File: src/rtl/seq_cla_subtractor_pkg.sv
// Shared definitions for the sequential borrow-lookahead subtractor:
// FSM state encoding and the slice width processed per clock.
package seq_cla_subtractor_pkg;

    localparam int SLICE_W = 4;

    typedef enum logic [1:0] {
        IDLE = 2'd0,
        RUN  = 2'd1,
        DONE = 2'd2
    } state_t;

endpackage

File: src/rtl/seq_cla_subtractor_if.sv
// Operand/result handshake bundle for seq_cla_subtractor.
// The master side supplies operands and consumes results; the slave side is the subtractor.
interface seq_cla_subtractor_if #(
    parameter int WIDTH = 16
);
    logic             in_valid;
    logic             in_ready;
    logic [WIDTH-1:0] a;
    logic [WIDTH-1:0] b;
    logic             bin;
    logic             out_valid;
    logic             out_ready;
    logic [WIDTH-1:0] diff;
    logic             bout;
    logic             ovf;
    logic             zero;

    modport master (
        output in_valid, a, b, bin, out_ready,
        input  in_ready, out_valid, diff, bout, ovf, zero
    );

    modport slave (
        input  in_valid, a, b, bin, out_ready,
        output in_ready, out_valid, diff, bout, ovf, zero
    );
endinterface

File: src/rtl/seq_cla_subtractor_slice.sv
// 4-bit borrow-lookahead slice: d = a + ~b + cin, all carries from flat lookahead terms.
// cout is the carry; the corresponding borrow is ~cout.
module cla_sub_slice4 (
    input  logic [3:0] a,
    input  logic [3:0] b,
    input  logic       cin,
    output logic [3:0] d,
    output logic       cout
);
    logic [3:0] p;
    logic [3:0] g;
    logic [4:0] c;

    assign p = a ^ ~b;
    assign g = a & ~b;

    assign c[0] = cin;
    assign c[1] = g[0] | (p[0] & cin);
    assign c[2] = g[1] | (p[1] & g[0]) | (p[1] & p[0] & cin);
    assign c[3] = g[2] | (p[2] & g[1]) | (p[2] & p[1] & g[0])
                | (p[2] & p[1] & p[0] & cin);
    assign c[4] = g[3] | (p[3] & g[2]) | (p[3] & p[2] & g[1])
                | (p[3] & p[2] & p[1] & g[0]) | (p[3] & p[2] & p[1] & p[0] & cin);

    assign d    = p ^ c[3:0];
    assign cout = c[4];
endmodule

File: src/rtl/seq_cla_subtractor.sv
// Multi-cycle subtractor: diff = a - b - bin, one 4-bit lookahead slice per clock,
// valid/ready on both sides with a single operation in flight.
module seq_cla_subtractor
    import seq_cla_subtractor_pkg::*;
#(
    parameter int WIDTH = 16
) (
    input  logic                 clk,
    input  logic                 rst_n,
    seq_cla_subtractor_if.slave  bus
);
    localparam int NSLICE = WIDTH / SLICE_W;
    localparam int IDX_W  = (NSLICE > 1) ? $clog2(NSLICE) : 1;
    localparam logic [IDX_W-1:0] LAST_IDX = IDX_W'(NSLICE - 1);

    if ((WIDTH % SLICE_W) != 0 || WIDTH < SLICE_W) begin : g_width_check
        $error("seq_cla_subtractor: WIDTH must be a multiple of 4 and >= 4");
    end

    state_t             state_q, state_d;
    logic [WIDTH-1:0]   a_q, a_d;
    logic [WIDTH-1:0]   b_q, b_d;
    logic               c_q, c_d;
    logic [IDX_W-1:0]   idx_q, idx_d;
    logic [WIDTH-1:0]   diff_q, diff_d;
    logic               bout_q, bout_d;
    logic               ovf_q, ovf_d;
    logic               zero_q, zero_d;

    logic [SLICE_W-1:0] s_a;
    logic [SLICE_W-1:0] s_b;
    logic [SLICE_W-1:0] s_d;
    logic               s_cout;

    assign s_a = a_q[int'(idx_q)*SLICE_W +: SLICE_W];
    assign s_b = b_q[int'(idx_q)*SLICE_W +: SLICE_W];

    cla_sub_slice4 u_slice (
        .a    (s_a),
        .b    (s_b),
        .cin  (c_q),
        .d    (s_d),
        .cout (s_cout)
    );

    always_ff @(posedge clk or negedge rst_n) begin
        if (!rst_n) begin
            state_q <= IDLE;
            a_q     <= '0;
            b_q     <= '0;
            c_q     <= 1'b0;
            idx_q   <= '0;
            diff_q  <= '0;
            bout_q  <= 1'b0;
            ovf_q   <= 1'b0;
            zero_q  <= 1'b0;
        end else begin
            state_q <= state_d;
            a_q     <= a_d;
            b_q     <= b_d;
            c_q     <= c_d;
            idx_q   <= idx_d;
            diff_q  <= diff_d;
            bout_q  <= bout_d;
            ovf_q   <= ovf_d;
            zero_q  <= zero_d;
        end
    end

    always_comb begin
        state_d       = state_q;
        a_d           = a_q;
        b_d           = b_q;
        c_d           = c_q;
        idx_d         = idx_q;
        diff_d        = diff_q;
        bout_d        = bout_q;
        ovf_d         = ovf_q;
        zero_d        = zero_q;
        bus.in_ready  = 1'b0;
        bus.out_valid = 1'b0;

        case (state_q)
            IDLE: begin
                bus.in_ready = 1'b1;
                if (bus.in_valid) begin
                    a_d     = bus.a;
                    b_d     = bus.b;
                    c_d     = ~bus.bin;
                    idx_d   = '0;
                    state_d = RUN;
                end
            end
            RUN: begin
                diff_d[int'(idx_q)*SLICE_W +: SLICE_W] = s_d;
                c_d   = s_cout;
                idx_d = idx_q + IDX_W'(1);
                // Flags are derived from diff_d so the final nibble is included.
                if (idx_q == LAST_IDX) begin
                    bout_d  = ~s_cout;
                    ovf_d   = (a_q[WIDTH-1] ^ b_q[WIDTH-1]) & (diff_d[WIDTH-1] ^ a_q[WIDTH-1]);
                    zero_d  = ~|diff_d;
                    state_d = DONE;
                end
            end
            DONE: begin
                bus.out_valid = 1'b1;
                if (bus.out_ready) begin
                    state_d = IDLE;
                end
            end
            default: state_d = IDLE;
        endcase
    end

    assign bus.diff = diff_q;
    assign bus.bout = bout_q;
    assign bus.ovf  = ovf_q;
    assign bus.zero = zero_q;
endmodule

File: src/flat_wrapper.sv
// flat-port wrapper written by rule: the top's interface ports become plain ports
module seq_cla_subtractor_flat import seq_cla_subtractor_pkg::*;
#(
    parameter int WIDTH = 16
)
  (clk, rst_n, bus_in_valid, bus_a, bus_b, bus_bin, bus_out_ready, bus_in_ready, bus_out_valid, bus_diff, bus_bout, bus_ovf, bus_zero);
  seq_cla_subtractor_if #(.WIDTH(WIDTH)) bus_i ();
  input  logic clk;
  input  logic rst_n;
  input wire logic [$bits(bus_i.in_valid)-1:0] bus_in_valid;
  input wire logic [$bits(bus_i.a)-1:0] bus_a;
  input wire logic [$bits(bus_i.b)-1:0] bus_b;
  input wire logic [$bits(bus_i.bin)-1:0] bus_bin;
  input wire logic [$bits(bus_i.out_ready)-1:0] bus_out_ready;
  output wire logic [$bits(bus_i.in_ready)-1:0] bus_in_ready;
  output wire logic [$bits(bus_i.out_valid)-1:0] bus_out_valid;
  output wire logic [$bits(bus_i.diff)-1:0] bus_diff;
  output wire logic [$bits(bus_i.bout)-1:0] bus_bout;
  output wire logic [$bits(bus_i.ovf)-1:0] bus_ovf;
  output wire logic [$bits(bus_i.zero)-1:0] bus_zero;
  assign bus_i.in_valid = bus_in_valid;
  assign bus_i.a = bus_a;
  assign bus_i.b = bus_b;
  assign bus_i.bin = bus_bin;
  assign bus_i.out_ready = bus_out_ready;
  assign bus_in_ready = bus_i.in_ready;
  assign bus_out_valid = bus_i.out_valid;
  assign bus_diff = bus_i.diff;
  assign bus_bout = bus_i.bout;
  assign bus_ovf = bus_i.ovf;
  assign bus_zero = bus_i.zero;
  seq_cla_subtractor #(.WIDTH(WIDTH)) u_core (.clk(clk), .rst_n(rst_n), .bus(bus_i));
endmodule
File: config.mk
export PLATFORM = sky130hd
export DESIGN_NAME = seq_cla_subtractor_flat
export DESIGN_NICKNAME = d
export VERILOG_FILES = /design/src/rtl/seq_cla_subtractor_pkg.sv /design/src/rtl/seq_cla_subtractor_if.sv /design/src/rtl/seq_cla_subtractor_slice.sv /design/src/rtl/seq_cla_subtractor.sv /design/src/flat_wrapper.sv
export SDC_FILE = /design/constraint.sdc
export NUM_CORES = 1
export LEC_CHECK = 0
export CORE_MARGIN = 2
export CORE_UTILIZATION = 30
export DETAILED_ROUTE_END_ITERATION = 8
export PLACE_DENSITY = 0.54
export SYNTH_ARGS = -nofsm -noshare
export SYNTH_HDL_FRONTEND = slang
export SYNTH_HIERARCHICAL = 1
export SYNTH_SLANG_ARGS = --single-unit
File: constraint.sdc
create_clock -name clk -period 8 [get_ports clk]
set_input_delay 1.6 -clock clk [delete_from_list [all_inputs] [get_ports clk]]
set_output_delay 1.6 -clock clk [all_outputs]
set_load 0.01 [all_outputs]
# --- Word level (Yosys, flattened, before mapping) ---
# Index checks and enable logic that the tools add are counted.
totals:
  register_bits: 56
  input_bits: 37
  out_inout_bits: 21
  wordCells: 75
op_classes:
  n_addsub: 2
  n_eq_ne: 6
  shifts: 4
  mux: 11
  n_bitwise: 35
  reduce_logical: 8
ops:
  columns: ["op", "n"]
  rows:
  - ["$neg 4->33", 1]
  - ["$shift 4x33->16 const A", 1]
  - ["$shiftx 4x33->16", 1]
  - ["$shiftx 16x5->4", 2]
  - ["$and 1x1->1", 17]
  - ["$bwmux 16", 1]
  - ["$reduce_or 16->1", 1]
  - ["$or 1x1->1", 10]
  - ["$mux 2", 4]
  - ["$xor 4x4->4", 2]
  - ["$pmux 2 s3", 1]
  - ["$reduce_and 2->1", 3]
  - ["$and 4x4->4", 1]
  - ["$eq 2x2->1 const B", 2]
  - ["$ne 2x2->1 const B", 2]
  - ["$not 4->4", 1]
  - ["$pmux 2 s2", 1]
  - ["$mux 1", 3]
  - ["$reduce_and 3->1", 1]
  - ["$add 2x1->2 const B", 1]
  - ["$eq 2x1->1 const B", 1]
  - ["$logic_not 2->1", 1]
  - ["$ne 2x1->1 const B", 1]
  - ["$not 1->1", 2]
  - ["4 further kinds", 5]

# --- Longest topological paths before layout ---
# Gate-level depths: netlist (run 1).
depth:
  word_depth: 12
  depth_mapped: 11
  depth_no_buf: 10

# --- Hierarchy ---
# The synthesis (run 1) kept the hierarchy.
by_module_without_submodules:
  columns: ["module", "n_inst", "cells_per_inst", "area_each_um2", "seq_area_each_um2"]
  rows:
  - ["seq_cla_subtractor", 1, 195, 2632.5, 1401.3]
  - ["cla_sub_slice4", 1, 17, 147.6, 0.0]

# --- Least setup slack after synthesis (run 1) ---
# No wires, ideal clock.
synth_path:
  kind: "register to register"
  from: "register u_core.idx_q[0]"
  to: "register u_core.zero_q (netlist: u_core/bus.zero)"
  setup_time_ps: 103
  t_arrival_ps: 3078
  required_time_ps: 7897
  slack_ps: 4818
  stages_incl_launch_ff: 11
  path_buffers: 1
  synth_period_minus_slack_ps: 3182
  path_cell_list: "dfrtp_1 buf_2 mux4_2 ha_1 a21o_1 a31o_1 xor2_1 nor2_1 a211oi_1 or4b_1 o41ai_2"
synth_between:
  word_cells_on_any_way: 29
  cone_classes: "add/sub: 1; eq/ne: 1; shift: 4; mux: 1; bitwise: 19; reduce/logical: 3"
synth_rtl:
  columns: ["item", "line_no", "rtl"]
  rows:
  - ["start, declared", "seq_cla_subtractor.sv:24", "logic [IDX_W-1:0] idx_q, idx_d;"]
  - ["start signal, assigned", "seq_cla_subtractor.sv:62", "idx_q <= idx_d;"]
  - ["$shiftx 16x5->4 *", "seq_cla_subtractor.sv:35", "assign s_a = a_q[int'(idx_q)*SLICE_W +: SLICE_W];"]
  - ["via u_core.s_a[0]", "seq_cla_subtractor.sv:30", "logic [SLICE_W-1:0] s_a;"]
  - ["$and 4x4->4 or $xor 4x4->4 (tied branches)", "seq_cla_subtractor_slice.sv:15, seq_cla_subtractor_slice.sv:14", null]
  - ["$and 1x1->1, on equally long branches", "seq_cla_subtractor_slice.sv:20, seq_cla_subtractor_slice.sv:21", null]
  - ["$or 1x1->1 or $and 1x1->1 (tied branches)", "seq_cla_subtractor_slice.sv:20, seq_cla_subtractor_slice.sv:21", null]
  - ["$or 1x1->1 *", "seq_cla_subtractor_slice.sv:21", "| (p[2] & p[1] & p[0] & cin);"]
  - ["$xor 4x4->4 *", "seq_cla_subtractor_slice.sv:25", "assign d = p ^ c[3:0];"]
  - ["via u_core.s_d[3]", "seq_cla_subtractor.sv:32", "logic [SLICE_W-1:0] s_d;"]
  - ["$shiftx 4x33->16 *", "seq_cla_subtractor.sv:95", "diff_d[int'(idx_q)*SLICE_W +: SLICE_W] = s_d;"]
  - ["$bwmux 16 *", "seq_cla_subtractor.sv:95", null]
  - ["$reduce_or 16->1 *", "seq_cla_subtractor.sv:102", "zero_d = ~|diff_d;"]
  - ["$logic_not 1->1 *", "seq_cla_subtractor.sv:102", null]
  - ["end signal, assigned", "seq_cla_subtractor.sv:66", "zero_q <= zero_d;"]
  - ["end, declared", "seq_cla_subtractor.sv:28", "logic zero_q, zero_d;"]
# Mark *: on every way through the listed nets, which the timed path passes. The rest lies on a longest branch.
# A chain may end at the register's enable or synchronous reset.

# --- Final worst setup path (run 1) ---
# Ends and elaborated chain as after synthesis.

==> results of run 1 <==
## per-layer routing
metal	track usage	vias to the layer above
met2	0.1853	49
met3	0.02994	7
met4	0.03477	0
met5	0	-
met1	0.1777	956
li1	-	904
## sequential cells by signal, indices dropped and copies added, names as in the netlist
| signal | cells |
|---|---|
| u_core/a_q | 16 |
| u_core/b_q | 16 |
| u_core/bus.bout | 1 |
| u_core/state_q | 2 |
| u_core/bus.ovf | 1 |
| u_core/bus.zero | 1 |
| u_core/bus.diff | 16 |
| u_core/c_q | 1 |
| u_core/idx_q | 2 |
## how the worst max path moves through the flow
stage | from | slack, ps | to | cells past startpoint
2_1_floorplan | u_core/idx_q[0] | 4820 | u_core/bus.zero | 10
5_1_grt | u_core/idx_q[0] | 4130 | u_core/bus.zero | 10
4_1_cts | u_core/idx_q[0] | 4360 | u_core/bus.zero | 9
3_3_place_gp | u_core/idx_q[0] | 4460 | u_core/bus.zero | 9
3_5_place_dp | u_core/idx_q[0] | 4350 | u_core/bus.zero | 9
6_report | u_core/idx_q[0] | 4400 | u_core/bus.zero | 9
## synthesized netlist by cell type (all sizes together)
cell type / count
a221o: 1
a211oi: 1
or4b: 1
dfrtp: 56
inv: 9
clkbuf: 1
nand2: 9
o22ai: 1
nand2b: 2
and2: 1
nor2b: 6
a32o: 14
buf: 10
mux4: 8
xnor2: 1
nor4: 2
a31o: 1
o21a: 1
nand4bb: 1
o41ai: 1
xor2: 2
o21ai: 3
or2: 2
a2111oi: 1
and3: 2
nor3: 2
fa: 1
o31ai: 1
o211a: 1
mux2i: 2
o211ai: 1
nor2: 10
a21o: 3
nor3b: 1
a21oi: 5
mux2: 34
a31oi: 1
o221ai: 1
ha: 10
nand3b: 1
a32oi: 1
## worst register-to-register path, cell delays in order, from the launching register on
cell	delay [ps]
dfrtp_1	890
mux4_2	650
ha_1	310
a21o_1	200
a31o_1	240
xor2_1	230
nor2_1	140
a211oi_1	60
or4b_1	570
o41ai_2	200
## cells by family after synthesis
kind of cell | Yosys count
adders and majority gates | 11
AOI/OAI and AO/OA | 38
buffers and inverters | 20
and+or+nand+nor | 40
xor gates and xnor gates | 3
DFF | 56
muxes | 44
## cells in the final DEF (no fill, tap or decap), types with 3 or more instances in the layout
cell type / n
a32o_1: 14
buf_4: 3
nor2b_1: 6
ha_1: 10
inv_1: 9
a21oi_1: 5
nor2_1: 10
dfrtp_1: 56
mux4_2: 8
o21ai_0: 3
mux2_2: 34
nand2_1: 9
a21o_1: 3
clkbuf_8: 7
clkdlybuf4s50_1: 56
## report_power, final
| group | leakage, nW | switching (mW) | internal [mW] |
|---|---|---|---|
| registers | 0.693 | 0.107 | 0.411 |
| clock network | 0.0645 | 0.0913 | 0.111 |
| logic | 0.745 | 0.494 | 0.458 |
## through the flow
step,utilization,hold WS (ps)
after floorplan,-,449.3
after global placement,0.3788,472.5
after detailed placement,0.3788,477.9
after CTS,0.3927,491.2
after global routing,0.3927,521.4
final,0.3927,492.6
## final cells by class
cell class	count	area (um^2)
Clock buffer	7	96.34
Clock inverter	1	30.03
Fill cell	885	5532
Inverter	9	33.78
Multi-Input combinational cell	136	1289
Sequential cell	56	1401
Tap cell	111	138.9
Timing Repair Buffer	60	588.1
==> reports/results.ini, run 1 <==
[final_layout]
diodes=0
area_delta_synth_final_pct=28.67
final_cells=380
final_layout_size_suffix_gt1_frac=0.2156
finalInstanceArea_mm2=0.003577
nNetsFinal=316

[timing]
worst_pin_slew_ps=825.3
finalClockSkew_ps=6.823
min_period_ps=3596
finalWorstSetupSlack_ps=4404
finalSetupTns_ps=0
rsz0062_at_grt=no
max_freq_mhz=278.1
hold_violations=0
post-route-period-util=0.4495
relSlewSlack=0.4498
final-max-slew-violation-count=0
setup_viol=0

[logic_synthesis]
syn_area_mm2=0.002780
synthMuxAreaShare=0.2097
ys_ff_latch=56
synth.distinct_cells=44
yosys.area_share.simple=0.07831
ys_top_cells_by_area=dfrtp_1 50%, mux2_2 14%, mux4_2 6.5%
synth.avg_cell_area_um2=13.11
synthXorXnorAreaFrac=0.009451
synth_top_area_share=0.5041
yosysTopAreaCell=dfrtp_1
synth_top_family_by_area=multiplexers
netlist_instances=212
synthAdderAreaFrac=0.05221
synth_compound_area_frac=0.1139
syn_nets=260
synth-seq-area-share=0.5041
yosysWarnings=6

[clock_network]
cts.path.max_buffers=2
h-tree-depth=2
cts_buffers=5
cts_root_buf=clkbuf_8
cts_setup_buffers=0
cts_num_sinks=56
ctsResizeCount=0
path_clk_slew_ps=100
tritoncts=yes
clkLatencyLatePin_ps=310
hold_buffers=0

[global_route]
grt_max_degree=57
grt_pass1_vias=1890
overflow=0
grt_pass1_wl_um=9798
antenna_found_initial=0
grtUsageTotal=0.1234

[placed_design]
gp_congestion=0.8803
dpl_worst_slack_ps=4351
place_area_mm2=0.003451
portBuffers=57
hpwl_um=4263
dp_cells=372

[setup_path]
critPathTopFamily=flip-flops
critPathRequiredTime_ps=8210
cp_slowest_cell=dfrtp_1
path_buf_inv=0
r2r_slack_ps=4400
startpoint_type=register
reg2reg_depth=9
critical_path_arrival_ps=3810
max_stage_delay_ps=890
cp_cell_sequence=mux4_2 -> ha_1 -> a21o_1 -> a31o_1 -> xor2_1 -> nor2_1 -> a211oi_1 -> or4b_1 -> o41ai_2
path_max_fanout=19
cp-end-kind=register
crit_type=register to register
reg2reg_to=u_core/bus.zero
r2r_start=u_core/idx_q[0]

[routing]
vias=1916
wl_met1_um=2845
wire_per_inst_um=15.45
postRouteAntennaNets=0
drt_first_iter_violations=60
dr_wl_met3_um=274
drc_errors=0
first_pass_iters=4
wl_met2_um=2693
totalWireLength_um=5872
via_per_inst=5.042
highest_layer=met4

[floorplan]
io_pins=58
dieArea_mm2=0.01005
die_x_um=100.3
initial_utilization=0.3052
core_area_mm2=0.009109
die_h_um=100.3
placementRows=35

[status]
status=complete, no violations

[flow_run]
max_cap_viol_count=0

[min_path]
min-delay-path-class=register to register
hold_depth=1
worstHoldEndpoint=u_core/state_q[0]
hold_start=u_core/state_q[1]

[power_and_ir_drop]
ir_drop_uv=208.0
power_density_mw_per_mm2=467.4
power_mw=1.672
leakagePower_nw=1.502

No activity file was read; power rests on OpenSTA's default activity.
==> inputs of run 2 (changes only) <==
Clock period 8 ns to 3.63 ns, I/O delays scaled along.
==> run 2 against run 1 <==
Die area unchanged. Register-to-register slack got worse by 4000 ps. Highest routed layer unchanged. Maximum frequency increased by 13%. Worst hold slack got worse by 5.1 ps. Global-route usage increased by 0.12 points. Via count increased by 0.89%. Final area decreased by 0.21%. Clock power increased by 69%. Clock skew increased by 0.99 ps.
==> reports/results.ini, run 2 (synthesized netlist as in run 1, its figures left out) <==
[status]
status=complete, no violations

[clock_network]
cts_root_buf=clkbuf_8
cts_setup_buffers=0
cts_num_sinks=56
cts_buffers=5
tritoncts=yes
cts.path.max_buffers=2
path_clk_slew_ps=100
h-tree-depth=2
ctsResizeCount=0
hold_buffers=0
clkLatencyLatePin_ps=310

[min_path]
hold_start=u_core/state_q[1]
hold_depth=1
min-delay-path-class=register to register
worstHoldEndpoint=u_core/state_q[0]

[power_and_ir_drop]
power_density_mw_per_mm2=1048
leakagePower_nw=1.498
power_mw=3.741
ir_drop_uv=516.7

[floorplan]
die_x_um=100.3
io_pins=58
initial_utilization=0.3052
die_h_um=100.3
placementRows=35
dieArea_mm2=0.01005
core_area_mm2=0.009109

[setup_path]
startpoint=u_core/idx_q[0]
r2r_slack_ps=450
path_max_fanout=7
cp_cell_sequence=mux4_2 -> inv_1 -> ha_1 -> a21o_1 -> a31o_1 -> xor2_1 -> nor2_1 -> a211oi_1 -> or4b_1 -> o41ai_2
cp_slowest_cell=dfrtp_1
reg2reg_to=u_core/bus.zero
cp-end-kind=register
startpoint_type=register
r2r_start=u_core/idx_q[0]
path_buf_inv=1
critPathRequiredTime_ps=3850
crit_type=register to register
reg2reg_depth=10
critPathTopFamily=simple AND/OR/NAND/NOR gates
critical_path_arrival_ps=3390
max_stage_delay_ps=580

[global_route]
antenna_found_initial=0
grt_max_degree=37
grt_pass1_wl_um=9867
grt_pass1_vias=1945
overflow=0
grtUsageTotal=0.1246

[final_layout]
final_cell_mix=56 x clkdlybuf4s50_1, 56 x dfrtp_1, 34 x mux2_2, 14 x a32o_1
final_cells=384
area_delta_synth_final_pct=28.40
fill_cells=918
diodes=0
nNetsFinal=320
final_layout_size_suffix_gt1_frac=0.2234

[flow_run]
max_cap_viol_count=0

[timing]
holdWs_ps=487.5
final-max-slew-violation-count=0
finalWorstSetupSlack_ps=451.9
min_period_ps=3178
rsz0062_at_grt=no
finalSetupTns_ps=0
relSlewSlack=0.4523
worst_pin_slew_ps=821.5
setup_viol=0
max_freq_mhz=314.7
post-route-period-util=0.8755
hold_violations=0
finalClockSkew_ps=7.815

[placed_design]
dp_cells=376
dpl_worst_slack_ps=435.9
portBuffers=57
gp_congestion=0.8519
hpwl_um=4403

[routing]
drt_first_iter_violations=53
wire_per_inst_um=15.55
vias=1933
postRouteAntennaNets=0
drc_errors=0
via_per_inst=5.034
totalWireLength_um=5972
first_pass_iters=4

## run 2: changes by cell type in the layout (fill, tap and decap cells not counted), sizes merged
cell | before | now
clkinv | 0 | 1
bufinv | 1 | 0
buf | 4 | 8
clkbuf | 7 | 6
clkinvlp | 0 | 1
## run 2: report_power, final
| part | switching [mW] | leakage (nW) | total, mW | internal, mW |
|---|---|---|---|---|
| clock network | 0.204 | 0.0414 | 0.342 | 0.138 |
| logic | 1.16 | 0.764 | 2.28 | 1.12 |
| registers | 0.214 | 0.693 | 1.12 | 0.907 |
| total | 1.58 | 1.50 | 3.74 | 2.16 |
## run 2: layout make-up
type	instances	area, um^2	area share
clock buffer	6	72.57	0.02033
sequential	56	1401	0.3926
multi-input combinational	136	1289	0.3610
inverter	9	33.78	0.009464
timing repair buffer	64	618.1	0.1732
clock inverter	2	16.27	0.004557
tap	111	138.9	0.03891
## run 2: routing by layer
metal,GRT usage,share of wire,up-vias
met2,0.2013,0.48,51
met3,0.02507,0.047,10
met1,0.1708,0.46,961
met4,0.03477,0.012,0
met5,0,0,-
li1,-,-,911
## run 2: through the flow
step	util	instance area (um^2)
after floorplan	-	2780
after global placement	0.3821	3481
after detailed placement	0.3821	3481
after CTS	0.3919	3570
after global routing	0.3919	3570
final	0.3919	3570
## run 2: worst max path at each step
| stage | end | slack [ps] | depth (start not counted) |
|---|---|---|---|
| after detailed placement | u_core/bus.zero | 440 | 10 |
| after global routing | u_core/bus.zero | 210 | 10 |
| after CTS | u_core/bus.zero | 420 | 10 |
| final | u_core/bus.zero | 450 | 10 |
| after global placement | u_core/bus.zero | 520 | 9 |
| after floorplan | u_core/bus.zero | 450 | 10 |
